==> config.mk <==
export PLATFORM = sky130hd
export DESIGN_NAME = fma_result_collector
export DESIGN_NICKNAME = d
export VERILOG_FILES = /design/src/rtl/fma_result_collector.sv
export SDC_FILE = /design/constraint.sdc
export NUM_CORES = 1
export LEC_CHECK = 0
export CORE_UTILIZATION = 25
export DETAILED_ROUTE_END_ITERATION = 12
export GPL_ROUTABILITY_DRIVEN = 0
export PLACE_DENSITY = 0.54
export RECOVER_POWER = 100
export SLEW_MARGIN = 0
export SYNTH_ARGS = -nofsm -noshare
export SYNTH_HDL_FRONTEND = slang
export SYNTH_SLANG_ARGS = --single-unit
export TNS_END_PERCENT = 50
==> constraint.sdc <==
create_clock -name clk -period 2.4 [get_ports clk]
set_input_delay 0.48 -clock clk [delete_from_list [all_inputs] [get_ports clk]]
set_output_delay 0.48 -clock clk [all_outputs]
set_load 0.005 [all_outputs]
==> src/rtl/fma_result_collector.sv <==
// Result-side collector for fpfma: tracks accepted issues for LAT cycles, captures and classifies results into a credit-protected FIFO.
// Optional NaN/inf push statistics are enabled by defining FMA_COLLECT_STATS_EN.
module fma_result_collector #(
    parameter int WIDTH = 32,
    parameter int LAT   = 3,
    parameter int DEPTH = 4,
    parameter int TAG_W = 4
) (
    input  logic                   clk,
    input  logic                   rst,
    input  logic                   issue_valid,
    input  logic [TAG_W-1:0]       issue_tag,
    output logic                   issue_ready,
    input  logic [WIDTH-1:0]       fma_result,
    output logic                   out_valid,
    input  logic                   out_ready,
    output logic [WIDTH-1:0]       out_result,
    output logic [TAG_W-1:0]       out_tag,
    output logic [2:0]             out_class,
    output logic [$clog2(DEPTH):0] count,
`ifdef FMA_COLLECT_STATS_EN
    output logic [15:0]            nan_cnt,
    output logic [15:0]            inf_cnt,
`endif
    output logic                   proto_err
);
    localparam int EXP_W  = (WIDTH == 64) ? 11 : 8;
    localparam int FRAC_W = WIDTH - 1 - EXP_W;
    localparam int PTR_W  = $clog2(DEPTH);
    localparam int CNT_W  = PTR_W + 1;

    function automatic logic [2:0] classify(input logic [WIDTH-1:0] w);
        logic [EXP_W-1:0]  e;
        logic [FRAC_W-1:0] f;
        e = w[WIDTH-2 -: EXP_W];
        f = w[FRAC_W-1:0];
        if (e == '0)      classify = (f == '0) ? 3'd0 : 3'd1;
        else if (e != '1) classify = 3'd2;
        else if (f == '0) classify = 3'd3;
        else              classify = f[FRAC_W-1] ? 3'd4 : 3'd5;
    endfunction

    logic             vld_p [LAT];
    logic [TAG_W-1:0] tag_p [LAT];
    int               inflight;

    // Tracking pipe: stage 0 holds operands sampled this edge, stage LAT-1 meets the result
    always_ff @(posedge clk) begin
        if (rst) begin
            for (int i = 0; i < LAT; i++) vld_p[i] <= 1'b0;
        end else begin
            vld_p[0] <= issue_valid & issue_ready;
            for (int i = 1; i < LAT; i++) vld_p[i] <= vld_p[i-1];
        end
    end

    always_ff @(posedge clk) begin
        tag_p[0] <= issue_tag;
        for (int i = 1; i < LAT; i++) tag_p[i] <= tag_p[i-1];
    end

    always_comb begin
        inflight = 0;
        for (int i = 0; i < LAT; i++) inflight += int'(vld_p[i]);
    end

    // Every in-flight op already owns a FIFO slot, so a push can never meet a full FIFO
    assign issue_ready = (int'(count) + inflight) < DEPTH;

    logic [WIDTH-1:0] resMem [DEPTH];
    logic [TAG_W-1:0] tagMem [DEPTH];
    logic [2:0]       clsMem [DEPTH];
    logic [PTR_W-1:0] wrPtr;
    logic [PTR_W-1:0] rdPtr;
    logic             push;
    logic             pop;
    logic [2:0]       pushCls;

    assign push    = vld_p[LAT-1];
    assign pop     = out_valid & out_ready;
    assign pushCls = classify(fma_result);

    // FIFO stage: capture on the edge where the tracked op meets its result
    always_ff @(posedge clk) begin
        if (rst) begin
            wrPtr     <= '0;
            rdPtr     <= '0;
            count     <= '0;
            proto_err <= 1'b0;
        end else begin
            if (push) wrPtr <= wrPtr + 1'b1;
            if (pop)  rdPtr <= rdPtr + 1'b1;
            case ({push, pop})
                2'b10:   count <= count + 1'b1;
                2'b01:   count <= count - 1'b1;
                default: count <= count;
            endcase
            if (issue_valid && !issue_ready) proto_err <= 1'b1;
        end
    end

    always_ff @(posedge clk) begin
        if (push) begin
            resMem[wrPtr] <= fma_result;
            tagMem[wrPtr] <= tag_p[LAT-1];
            clsMem[wrPtr] <= pushCls;
        end
    end

    assign out_valid  = (count != '0);
    assign out_result = out_valid ? resMem[rdPtr] : '0;
    assign out_tag    = out_valid ? tagMem[rdPtr] : '0;
    assign out_class  = out_valid ? clsMem[rdPtr] : 3'd0;

`ifdef FMA_COLLECT_STATS_EN
    always_ff @(posedge clk) begin
        if (rst) begin
            nan_cnt <= '0;
            inf_cnt <= '0;
        end else if (push) begin
            if ((pushCls == 3'd4 || pushCls == 3'd5) && nan_cnt != 16'hFFFF) nan_cnt <= nan_cnt + 1'b1;
            if (pushCls == 3'd3 && inf_cnt != 16'hFFFF) inf_cnt <= inf_cnt + 1'b1;
        end
    end
`endif

    pushNeverFull: assert property (@(posedge clk) disable iff (rst) push |-> (count < CNT_W'(DEPTH)));

endmodule

### Word-level counts from Yosys, hierarchy flattened

Memories as Yosys holds them, arrays and structs flattened. A register that Yosys moved wholly into a read port is not among the register bits.
Cells that the tools add are included.

* add/subtract/negate cells: 7
* $mul: 0
* divide/modulo/power cells: 0
* order comparisons: 1
* equal/unequal tests: 3
* shift-type cells: 0
* multiplexer cells: 23
* bitwise gates (word level): 5
* reductions and logical operators: 6

Operator list (count)
* 32-bit 2-to-1 mux: 1
* 23-bit zero test: 1
* 2-bit 2-to-1 mux: 6
* 3-bit 2-to-1 mux: 4
* 1-bit 2-to-1 mux: 10
* 8-bit zero test: 1
* 8-bit inequality test, second input constant: 1
* 3-bit case mux with 2 select lines: 1
* 2-bit by 1-bit adder with 2-bit output, second input constant: 2
* 3-bit by 3-bit adder with 4-bit output: 1
* 4-bit by 3-bit < comparator with 1-bit output, second input constant: 1
* 4-bit 2-to-1 mux: 1
* 2-bit by 1-bit adder with 3-bit output: 1
* 3-bit by 1-bit adder with 3-bit output, second input constant: 1
* 1-bit OR: 3
* 3-bit nonzero test: 1
* 3-bit by 1-bit subtractor with 3-bit output, second input constant: 1
* 1-bit by 1-bit adder with 2-bit output: 1
* 1-bit AND: 2
* 2-bit by 1-bit equality test with 1-bit output, second input constant: 1
* 2-bit equality test, second input constant: 1
* 2-bit nonzero test: 1
* 1-bit logical AND: 1
* 1-bit zero test: 1

* register bits after elaboration: 8
* latch bits: 0
* memory bits (writable): 171
* ROM bits: 0
* bits of input ports: 40
* output and inout bits: 45
* logic and storage cells: 54
* memories: 5

Memory list
* resMem: depth 4, width 32, read ports 1, clocked after Yosys merged registers in 1, wr ports 1, RTL line 70 `logic [WIDTH-1:0] resMem [DEPTH];`
* tagMem: depth 4, width 4, read ports 1, clocked after Yosys merged registers in 1, wr ports 1, RTL line 71 `logic [TAG_W-1:0] tagMem [DEPTH];`
* clsMem: depth 4, width 3, read ports 1, clocked after Yosys merged registers in 1, wr ports 1, RTL line 72 `logic [2:0] clsMem [DEPTH];`
* tag_p: depth 3, width 4, read ports 3, clocked after Yosys merged registers in 0, wr ports 3, RTL line 44 `logic [TAG_W-1:0] tag_p [LAT];`
* vld_p: depth 3, width 1, read ports 3, clocked after Yosys merged registers in 0, wr ports 3, RTL line 43 `logic vld_p [LAT];`

### Longest topological paths before layout

Gate-level depths: netlist of run 1.
An unclocked memory read counts as a cell.

* depth after elaboration: 7
* depth in mapped cells: 8
* gate-level depth less buffers: 8

### Worst setup path before layout of run 1

No wires, ideal clock.

* path kind: reg2reg
* start: register count[1]
* end: register count[2]
* library setup time: 0.071 ns
* arrival time: 1.875 ns
* data required time: 2.329 ns
* slack: 0.454 ns
* stages on the path, launching flop included: 9
* path buffers: 0
* clock period less this slack: 1.946 ns
* path through: dfxtp_1 > or3_1 > and2_1 > ha_1 > inv_1 > fa_1 > xor2_1 > or3_1 > a21oi_1

* longest elaborated chain between the ends: 4
* elaborated cells between the ends (all ways): 8

RTL lines
* from (decl): RTL line 20 `output logic [$clog2(DEPTH):0] count,`
* from (signal assigned): RTL line 94 `2'b10: count <= count + 1'b1;`
* from (signal assigned): RTL line 95 `2'b01: count <= count - 1'b1;`
* from (signal assigned): RTL line 96 `default: count <= count;`
* 3-bit nonzero test: RTL line 110 `assign out_valid = (count != '0);`
* 1-bit AND: RTL line 80 `assign pop = out_valid & out_ready;`
* 2-bit by 1-bit equality test with 1-bit output or 2-bit equality test (tied branches): RTL line 93 `case ({push, pop})`
* 3-bit case mux with 2 select lines or 2-bit nonzero test (tied branches)

Parallel ways exist; a longest one is shown, timed or not.
A chain may end at the register's enable or synchronous reset.

==> flow_summary.yaml, run 1 <==
sta:
  drv_slew: 0
  fin_crit_sh: 1.01
  worst_pin_slew_ps: 1280
  fin_tns_setup_ps: -12.5
  setup_viol: 1
  rsz0062_at_grt: "yes"
  setup_ws_ps: -12.5
  fmax_mhz: 414
  relSlewSlack: 0.148
  fin_skew_ps: 9.02
  fin_crit_ps: 2410
  final_hold_viol_count: 0
grt:
  grt.overflow.total: 0
  antenna_found_initial: 5
  grt_pass1_wl_mm: 22.8
  grt_pass1_vias: 3855
  track_usage: 0.113
  grt_max_degree: 40
routing:
  drtIter0Drc: 224
  viasPerCell: 4.21
  wl_mm: 14.9
  wl_per_cell_um: 18.1
  first_pass_iters: 5
  vias: 3479
  ant_nets: 0
  drc: 0
clocking:
  cts_made_buffers: 17
  clkTransAtPathRegs_ps: 60
  cts_max_path_buffers: 2
  clkLatencyLatePin_ps: 420
  root_buffer: "clkbuf_16"
  cts_max_level: 4
  cts_tree: "built"
  cts_sinks: 181
floorplanning:
  core_area_sq_um: 26900
  die_h_um: 167
  io_pins: 85
  initial_utilization: 0.254
  die_w_um: 167
  rows: 60
  dieArea_sq_um: 28000
hold_path:
  whs_path_depth: 0
  hold_class: "reg2reg"
worst_setup_path:
  path_cells: "buf_12, buf_16, buf_8, mux4_2, and2_1, buf_2"
  reg2reg_depth: 8
  crit_slowest_cell: "mux4_2"
  critPathArrivalTime_ps: 1930
  required_ps: 1920
  critPathKind: "reg2out"
  worstPathMaxFanout: 5
  cp-start-kind: "flip-flop"
  critPathCaptureType: "output pin"
  cp_slowest_stage_delay_ps: 480
synthesis:
  synth.most_common_cell: "edfxtp_1"
  synthArstFlopShare: 0
  syn_avg_cell_area_sq_um: 20.1
  yosysWarnings: 0
  synth-seq-area-share: 0.760
  synth_edf_count: 156
  yosysTopAreaCellShare: 0.687
  postSynthRegisterBits: 181
  synth_cell_type_count: 28
  syn-cell-area_sq_um: 6820
  synth_top_area_cell: "edfxtp_1"
  ys_top_cells_by_area: "edfxtp_1 69%, mux4_2 13%, dfxtp_1 7.3%"
  synthFlopType: "edfxtp_1"
  synthCells: 339
  syn-num-nets: 387
  synthTopCellsByCount: "156 x edfxtp_1, 44 x and2_1, 39 x mux4_2"
cells_and_area:
  nets: 516
  area.growth.synth_to_final_pct: 32.8
  drive_gt1_frac: 0.376
power:
  powerDensity_nw_per_um2: 842
  peakVddDrop_v: 0.000365
  leakage_nw: 3.04
placed_design:
  port_buffers: 84
  preCtsSetupSlack_ps: -143
  dp_hpwl_mm: 8.57
job:
  cap_violations: 0
outcome:
  violations: "setup timing"
  status: "finished with violations"
==> final timing paths <==
check,start,to,slack [ps]
hold / removal,tag_p[0][0],tag_p[0][4],330
hold reg to reg,tag_p[0][0],tag_p[0][4],330
setup reg to reg,count[1],count[2],70
setup / recovery,flip-flop,out_result[9],-10
==> layout by cell type, fill, tap and decap left out, drive strengths merged, types with 2 or more instances in the layout <==
cell type,instances
mux4,39
nor2,11
buf,51
fa,2
a21oi,4
ha,6
nand2,2
inv,14
diode,4
edfxtp,156
and2,44
nor4,7
clkbuf,45
xnor2,2
dfxtp,25
bufinv,3
o21ai,3
nand4,3
or3,2
dlygate4sd3,41
clkinv,6
xor2,3
clkdlybuf4s50,2
==> area by class of cell <==
type	count	area [sq um]
multi-input cells	136	1620
repair buffers	123	1170
well taps	341	427
inverters	9	33.8
flip-flops and latches	181	5190
clock inverters	15	176
clock buffers	17	425
fillers	2596	17800
diodes	4	10.0
==> cells by family after synthesis <==
group | Yosys count | synth area share
flops | 181 | 0.760
simple gates | 74 | 0.0629
mux | 40 | 0.130
buf+inv | 22 | 0.0158
compound gates | 9 | 0.00770
fa+ha+maj | 8 | 0.0169
xor+xnor | 5 | 0.00642
==> worst max-delay path: cells and delay by family, from the launching register on <==
kind | cells | cell delay (ps)
buf+inv | 4 | 480
flops | 1 | 390
simple gates | 1 | 160
mux | 1 | 480
==> power by group <==
group / leakage [nW] / switching, mW / internal, mW / total, mW
Combinational: 1.14 / 0.535 / 0.784 / 1.32
Sequential: 1.61 / 0.0289 / 3.46 / 3.49
Clock: 0.294 / 1.18 / 1.65 / 2.83
Total: 3.04 / 1.74 / 5.89 / 7.63
==> registers in the layout (all words and copies together), names as in the netlist, named ones only <==
| register | count |
|---|---|
| resMem | 128 |
| tagMem | 16 |
| clsMem | 12 |
| tag_p | 12 |
| count | 3 |
| vld_p | 3 |
| rdPtr | 2 |
| wrPtr | 2 |
| proto_err | 1 |
==> metrics by stage <==
step / utilization / cells / instance area, sq um / total power, mW / hold slack [ps]
after global routing: 0.337 / 824 / 9050 / 7.96 / 336
after floorplan: - / 339 / 6820 / 4.04 / 310
after global placement: 0.307 / 770 / 8250 / 4.62 / 313
after CTS: 0.341 / 819 / 9170 / 7.79 / 328
final: 0.337 / 826 / 9060 / 7.63 / 327
after detailed placement: 0.307 / 770 / 8250 / 4.63 / 312
==> per-layer routing <==
metal	part of all wire	GRT usage	wire length (um)	up-vias
met3	0.049	0.0399	739	11
met1	0.44	0.138	6560	1797
li1	-	-	-	1596
met2	0.50	0.188	7510	73
met5	0.00067	0	10	-
met4	0.0088	0.0323	131	2
==> timing repair <==
action	CTS	global route
pin swaps	31	7
setup endpoints to repair	41	33
hold buffers	0	0
setup buffers	13	4
cloned	4	0
gates resized for setup	171	37
Note: power is estimated with default switching activity, not from simulation.
==> run 2: changes to the inputs <==
--- a/config.mk
+++ b/config.mk
@@ -12,2 +12,3 @@
 export RECOVER_POWER = 100
+export SETUP_SLACK_MARGIN = 0.4
 export SLEW_MARGIN = 0
==> constraint.sdc (replaced) <==
create_clock -name clk -period 2.3 [get_ports clk]
set_input_delay 0.46 -clock clk [delete_from_list [all_inputs] [get_ports clk]]
set_output_delay 0.46 -clock clk [all_outputs]
set_load 0.02 [all_outputs]
==> run 2 against run 1 <==
  * Critical path type unchanged
  * Via count up 0.63%
  * Routed wire length about the same
  * Clock power up 6%
  * Cell count down 0.73%
  * Sequential share of layout area down 0.52 points
  * Setup slack worse by 49 ps
  * Flip-flop and latch count unchanged
  * Non-clock buffer count down 4
  * Hold slack better by 3.1 ps
  * The run still ends with setup timing left
  * First-iteration DRC count up 29%
==> flow_summary.yaml, run 2 (same netlist as run 1, synthesis figures left out) <==
routing:
  first_pass_iters: 4
  drc: 0
  drtIter0Drc: 290
  vias: 3501
  viasPerCell: 4.27
  wl_per_cell_um: 18.2
  ant_nets: 0
  wl_mm: 15.0
hold_path:
  hold_end: "tag_p[0][4]"
  min-delay-start: "tag_p[0][0]"
  whs_path_depth: 0
  hold_class: "reg2reg"
worst_setup_path:
  r2r-end: "count[2]"
  cp-start-kind: "flip-flop"
  r2r_setup_slack_ps: -50
  critPathCaptureType: "output pin"
  reg2reg_from: "count[0]"
  reg2reg_depth: 9
  critPathKind: "reg2out"
  worstPathMaxFanout: 6
  critPathArrivalTime_ps: 1900
  required_ps: 1840
sta:
  fmax_mhz: 423
  drv_slew: 0
  rsz0062_at_grt: "yes"
  worst_pin_slew_ps: 1200
  fin_crit_ps: 2360
  setup_ws_ps: -61.9
  setup_viol: 18
  relSlewSlack: 0.200
  fin_skew_ps: 4.84
  final_hold_viol_count: 0
  fin_crit_sh: 1.03
placed_design:
  placed_cell_area_sq_um: 8410
  preCtsSetupSlack_ps: -265
  dpl.cell_count: 783
  port_buffers: 84
  dp_hpwl_mm: 9.16
grt:
  grt_pass1_wl_mm: 23.4
  grt.overflow.total: 0
  antenna_found_initial: 2
  grt_max_degree: 40
  track_usage: 0.115
  grt_pass1_vias: 3931
cells_and_area:
  nets: 513
  final_common_cell: "edfxtp_1"
  final_cell_mix: "156 x edfxtp_1, 41 x buf_6, 39 x mux4_2, 38 x and2_4, 36 x dlygate4sd3_1"
  largest_reg_flops: 128
  nFillCells: 2609
  largest-register: "resMem"
  area.growth.synth_to_final_pct: 34.3
  drive_gt1_frac: 0.402
  top_regs: "resMem: 128 flops, tagMem: 16 flops"
  postLayoutCoreUtil: 0.341
  design_area_sq_um: 9160
  final_cells: 820
clocking:
  cts_max_level: 4
  root_buffer: "clkbuf_16"
  clkLatencyLatePin_ps: 420
  cts_tree: "built"
  cts_sinks: 181
  cts_made_buffers: 17
  clkTransAtPathRegs_ps: 70
  cts_max_path_buffers: 2
power:
  peakVddDrop_v: 0.000460
  powerDensity_nw_per_um2: 894
  intPower_mw: 6.10
  leakage_nw: 3.04
  pwr-share-seq: 0.446
  total_power_mw: 8.19
  p_sw_frac: 0.256
  p_sw_mw: 2.10
  p_comb_frac: 0.189
  clkPwrFrac: 0.365
floorplanning:
  initial_utilization: 0.254
  die_h_um: 167
  die_w_um: 167
  core_area_sq_um: 26900
  io_pins: 85
  rows: 60
  dieArea_sq_um: 28000
outcome:
  violations: "setup timing"
  status: "finished with violations"
job:
  cap_violations: 0
run 2: changes by cell type in the layout (fill, tap and decap cells not counted), sizes merged:
cell and delta:
dlygate4sd3 -5, clkbuf -13, dlygate4sd2 +4, diode -3, clkinvlp -1, buf +10
bufinv -1, clkinv -1, or3 +1, inv +3
run 2: power by group through the flow:
stage	registers (mW)	logic [mW]	clock network, mW
global placement	3.71	1.34	0
floorplan	3.71	0.699	0
finish	3.65	1.55	2.99
CTS	3.65	1.54	3.08
detailed placement	3.72	1.35	0
global route	3.66	1.66	3.21
run 2: through the flow:
| stage | hold WS, ps | setup TNS [ps] |
|---|---|---|
| global placement | 316 | -3280 |
| detailed placement | 314 | -2710 |
| CTS | 332 | -1740 |
| global route | 337 | -3630 |
| finish | 330 | -511 |
| floorplan | 310 | 0 |
run 2: worst max path at each step:
| stage | from | endpoint | slack, ps | cells past startpoint |
|---|---|---|---|---|
| after detailed placement | fma_result[1] | clsMem[2][1] | -260 | 6 |
| after global routing | flip-flop | out_tag[2] | -140 | 5 |
| after global placement | fma_result[1] | clsMem[2][0] | -320 | 6 |
| after CTS | flip-flop | out_tag[1] | -100 | 5 |
| after floorplan | wrPtr[0] | clsMem[2][0] | 410 | 3 |
| final | flip-flop | out_result[27] | -60 | 5 |
run 2: timing repair:
item	CTS	global route
pin swaps	8	2
gates cloned	2	0
hold buffers	0	0
setup endpoints to repair	57	55
endpoints found under the hold margin	0	0
gates resized for setup	270	35
buffers inserted	2	0
run 2: layer usage:
metal  up-vias  wire length (um)  GRT usage
li1       1594                 -          -
met1      1808              6620      0.145
met2        78              7290      0.188
met3        19               833     0.0366
met4         2               193     0.0371
met5         -                13          0
run 2: layout make-up:
class,count,area (sq um),area share
flip-flops and latches,181,5200,0.568
multi-input cells,137,1690,0.184
repair buffers,119,1200,0.131
well taps,341,427,0.0466
clock buffers,17,425,0.0464
clock inverters,15,186,0.0203
inverters,9,33.8,0.00369
diodes,1,2.50,0.000273
run 2: critical path: stages (launching register included):
cell,delay (ps)
dfxtp_4,450
buf_12,130
buf_16,120
mux4_2,490
and2_4,170
buf_6,120
